## config.mk

```make
export PLATFORM = sky130hd
export DESIGN_NAME = rr_hold_arbiter
export DESIGN_NICKNAME = d
export VERILOG_FILES = /design/src/rtl/rr_hold_arbiter.sv
export SDC_FILE = /design/constraint.sdc
export NUM_CORES = 1
export LEC_CHECK = 0
export CORE_AREA = 3 3 49 51
export DETAILED_ROUTE_END_ITERATION = 10
export DIE_AREA = 0 0 52 54
export MAX_ROUTING_LAYER = met4
export PLACE_DENSITY_LB_ADDON = 0.05
export SLEW_MARGIN = 20
export SYNTH_ARGS = -nofsm -noshare
export SYNTH_HDL_FRONTEND = slang
export SYNTH_SLANG_ARGS = --single-unit
```

## constraint.sdc

```tcl
create_clock -name clk -period 2.2 [get_ports clk]
set_input_delay 0.66 -clock clk [delete_from_list [all_inputs] [get_ports clk]]
set_output_delay 0.66 -clock clk [all_outputs]
set_load 0.01 [all_outputs]
```

## src/rtl/rr_hold_arbiter.sv

```systemverilog
// Round-robin arbiter for 4 requesters with a bounded grant hold time.
// Outputs are registered; rotation is forced once a grant reaches MAX_HOLD.
module rr_hold_arbiter #(
  parameter int MAX_HOLD = 8,
  parameter int CW       = 8
) (
  input  logic       clk,
  input  logic       reset,
  input  logic [3:0] REQ,
  output logic [3:0] GNT,
  output logic [1:0] GNT_ID,
  output logic       BUSY,
  output logic       TIMEOUT
);

  typedef enum logic {IDLE, GRANT} state_t;

  state_t        state_q;
  logic [CW-1:0] cnt_q;
  logic [1:0]    last_q;
  logic [1:0]    id_q;
  logic [3:0]    gnt_q;
  logic          busy_q;
  logic          to_q;

  logic [1:0] base;
  logic [1:0] idx;
  logic [1:0] win;
  logic       win_vld;
  logic       at_max;

  // While granted, the owner is about to become LAST, so it is the base.
  assign base   = (state_q == GRANT) ? id_q : last_q;
  assign at_max = (cnt_q == CW'(MAX_HOLD - 1));

  always_comb begin
    win_vld = 1'b0;
    win     = 2'd0;
    idx     = 2'd0;
    for (int k = 1; k <= 4; k++) begin
      idx = base + 2'(k);
      if (!win_vld && REQ[idx]) begin
        win_vld = 1'b1;
        win     = idx;
      end
    end
  end

  always_ff @(posedge clk or negedge reset) begin
    if (!reset) begin
      state_q <= IDLE;
      cnt_q   <= '0;
      last_q  <= 2'd3;
      id_q    <= 2'd0;
      gnt_q   <= 4'b0000;
      busy_q  <= 1'b0;
      to_q    <= 1'b0;
    end else begin
      to_q <= 1'b0;
      unique case (state_q)
        IDLE: begin
          if (win_vld) begin
            gnt_q   <= 4'b0001 << win;
            id_q    <= win;
            cnt_q   <= '0;
            busy_q  <= 1'b1;
            state_q <= GRANT;
          end
        end
        GRANT: begin
          if (REQ[id_q] && !at_max) begin
            cnt_q <= cnt_q + CW'(1);
          end else begin
            last_q <= id_q;
            cnt_q  <= '0;
            to_q   <= REQ[id_q];
            if (win_vld) begin
              gnt_q <= 4'b0001 << win;
              id_q  <= win;
            end else begin
              gnt_q   <= 4'b0000;
              busy_q  <= 1'b0;
              state_q <= IDLE;
            end
          end
        end
      endcase
    end
  end

  assign GNT     = gnt_q;
  assign GNT_ID  = id_q;
  assign BUSY    = busy_q;
  assign TIMEOUT = to_q;

endmodule

```

==> flow_metrics.env <==
export IMPL_wl_mm=2.17
export IMPL_path_buf_inv=1
export IMPL_synth_edf_count=0
export IMPL_cellPowerDensity_mw_per_mm2=1080
export IMPL_fmax_mhz=496
export IMPL_synth_compound_area_frac=0.252
export IMPL_ys_types=41
export IMPL_synth_cells=95
export IMPL_yosys_warnings=0
export IMPL_drtIter0Drc=30
export IMPL_internal_power_mw=0.882
export IMPL_critical_path_max_fanout=6
export IMPL_drv_cap=0
export IMPL_synthAdderAreaFrac=0.0120
export IMPL_worstPathRequired_ps=1540
export IMPL_postCtsHoldBufs=0
export IMPL_antenna_cells=0
export IMPL_cts_resized=0
export IMPL_setup_viol=0
export IMPL_die_h_um=54
export IMPL_relSlewSlack=0.714
export IMPL_num_fill_cells=149
export IMPL_antenna_left=0
export IMPL_drc=0
export IMPL_port_buffers=13
export IMPL_finalClockSkew_ps=4.88
export IMPL_htreeDepth=1
export IMPL_crit_arrival_ps=1360
export IMPL_cts_root_buf="clkbuf_4"
export IMPL_io_pin_count=14
export IMPL_die_area_mm2=0.00281
export IMPL_slowest_stage="clkdlybuf4s50_1"
export IMPL_place_congestion=0.799
export IMPL_critPathLaunchType="flop"
export IMPL_synthMuxAreaShare=0.0731
export IMPL_grt_pass1_vias=845
export IMPL_ys_async_sr_fraction=1.00
export IMPL_synth_xor_area_share=0.00839
export IMPL_path_class="reg2out"
export IMPL_cp_top_family="buffers and inverters"
export IMPL_tightest_slew_ps=417
export IMPL_row_count=16
export IMPL_antenna_found_initial=0
export IMPL_cts_tree="built"
export IMPL_min_delay_path_class="reg2reg"
export IMPL_clkTransAtPathRegs_ps=110
export IMPL_clockBufferDepth=2
export IMPL_cts_setup_buffers=0
export IMPL_crit_start="GNT_ID[0]"
export IMPL_final_common_cell="dfrtp_1"
export IMPL_yosys_area_share_simple=0.164
export IMPL_comb_power_share=0.469
export IMPL_grt_max_degree=20
export IMPL_slowest_delay_ps=580
export IMPL_die_x_um=52
export IMPL_cts_sinks=19
export IMPL_p_seq_frac=0.404
export IMPL_grt_overflow_total=0
export IMPL_grt_first_pass_wirelength_mm=3.78
export IMPL_status="finished clean"
export IMPL_worstSetupEndpointType="output pin"
export IMPL_grt_use_total=0.187
export IMPL_synth_main_ff_cell="dfrtp_1"
export IMPL_viasPerCell=5.77
export IMPL_core_area_mm2=0.00198
export IMPL_dp_hpwl_mm=1.56
export IMPL_rrSetupSlack_ps=340
export IMPL_wl_per_cell_um=14.6
export IMPL_ys_seq_area_frac=0.458
export IMPL_p_switching_mw=0.527
export IMPL_cts_buffers=3
export IMPL_clock_insertion_delay_worst_skew_ps=290
export IMPL_synth_fp_nets=102
export IMPL_cp_depth=1
export IMPL_start_util=0.527
export IMPL_synth_top_family_by_area="compound AO/OA/AOI/OAI gates"
export IMPL_fin_nets=130
export IMPL_slew_violations=0
export IMPL_cp_endpoint="GNT_ID[0]"
export IMPL_ir_worst_vdd_v=0.000755
export IMPL_ys_seq_elements=19
export IMPL_areaGrowthSynthToFinish_pct=24.7
export IMPL_dr_pass1_iters=4
export IMPL_holdWs_ps=517
export IMPL_crit_reg2reg_launch="cnt_q[0]"
export IMPL_p_leak_nw=0.584
export IMPL_dp_slack_ps=-108
export IMPL_vias=859
export IMPL_hold_violations=0
export IMPL_drive_gt1_frac=0.246
export IMPL_switching_share=0.374
export IMPL_worstPathCellList="clkdlybuf4s50_1"
export IMPL_synth_area_mm2=0.00104
export IMPL_timing_rr_end="GNT[3]"
export IMPL_min_period_ps=2020
export IMPL_reg2regPathDepth=5
export IMPL_rsz0062_at_grt="false"
export IMPL_avgSynthCellArea_um2=11.0
export IMPL_power_share_clock=0.127
export IMPL_mostFrequentLayoutCells="dfrtp_1, clkdlybuf4s50_1, buf_4"
export IMPL_fin_ws_ps=183
export IMPL_period_share=0.917
## metrics by stage
step	TNS [ps]	utilization	area (um2)	cells	power (mW)
after floorplan	0	-	1040	95	0.983
after global placement	-457	0.643	1270	145	1.22
after detailed placement	-834	0.643	1270	145	1.23
after CTS	0	0.657	1300	149	1.41
after global routing	0	0.657	1300	149	1.51
final	0	0.657	1300	149	1.41
## cell families (layout without fill, tap and decap cells)
| kind of cell | count (synthesis) | after routing |
|---|---|---|
| xor gates and xnor gates | 1 | 1 |
| DFF | 19 | 19 |
| and+or+nand+nor | 28 | 28 |
| adders and majority gates | 1 | 1 |
| muxes | 6 | 6 |
| buffers and inverters | 5 | 32 |
| AOI/OAI and AO/OA | 35 | 35 |
## power by group through the flow
| stage | sequential [mW] | combinational (mW) | clock (mW) |
|---|---|---|---|
| floorplan | 0.569 | 0.414 | 0 |
| global placement | 0.570 | 0.647 | 0 |
| detailed placement | 0.572 | 0.659 | 0 |
| CTS | 0.567 | 0.662 | 0.181 |
| global route | 0.585 | 0.726 | 0.200 |
| finish | 0.570 | 0.661 | 0.179 |
## cell usage after synthesis, drive strengths merged, types with 2 or more instances
library cell / count / area, um2
dfrtp: 17 / 425
o21ai: 9 / 45.0
nand2: 7 / 28.8
a21oi: 6 / 30.0
nand2b: 4 / 25.0
nor2: 4 / 22.5
a31oi: 3 / 18.8
inv: 3 / 11.3
mux2: 3 / 33.8
nand3: 3 / 15.0
a21o: 2 / 15.0
and3: 2 / 12.5
buf: 2 / 22.5
dfstp: 2 / 52.6
mux2i: 2 / 20.0
nor3: 2 / 10.0
o211a: 2 / 27.5
o211ai: 2 / 20.0
o31ai: 2 / 15.0
or3: 2 / 12.5
## registers in the layout, summed over array words and instances (netlist names)
register,cells
cnt_q,8
GNT,4
GNT_ID,2
last_q,2
BUSY,1
TIMEOUT,1
state_q,1
## worst min path at each step
stage,slack (ps),cells past startpoint,to,startpoint
4_1_cts,520,1,BUSY,BUSY
2_1_floorplan,360,0,BUSY,reset
6_report,520,1,BUSY,BUSY
3_3_place_gp,490,1,GNT[0],GNT[0]
5_1_grt,550,1,GNT[0],GNT[0]
3_5_place_dp,490,1,GNT[0],GNT[0]
## layer usage
| metal | vias up | global-route usage | wire length (um) |
|---|---|---|---|
| li1 | 415 | - | - |
| met1 | 415 | 0.248 | 1080 |
| met2 | 25 | 0.287 | 984 |
| met3 | 4 | 0.0277 | 70 |
| met4 | 0 | 0.0786 | 33 |
| met5 | - | - | 0 |
## final cells by class
cell class	instances	area [um2]	share of cell area
multi-input cells	71	532	0.409
flip-flops and latches	19	478	0.367
repair buffers	25	220	0.169
well taps	27	33.8	0.0260
clock buffers	4	26.3	0.0202
inverters	3	11.3	0.00865
Note: power is estimated with default switching activity, not from simulation.
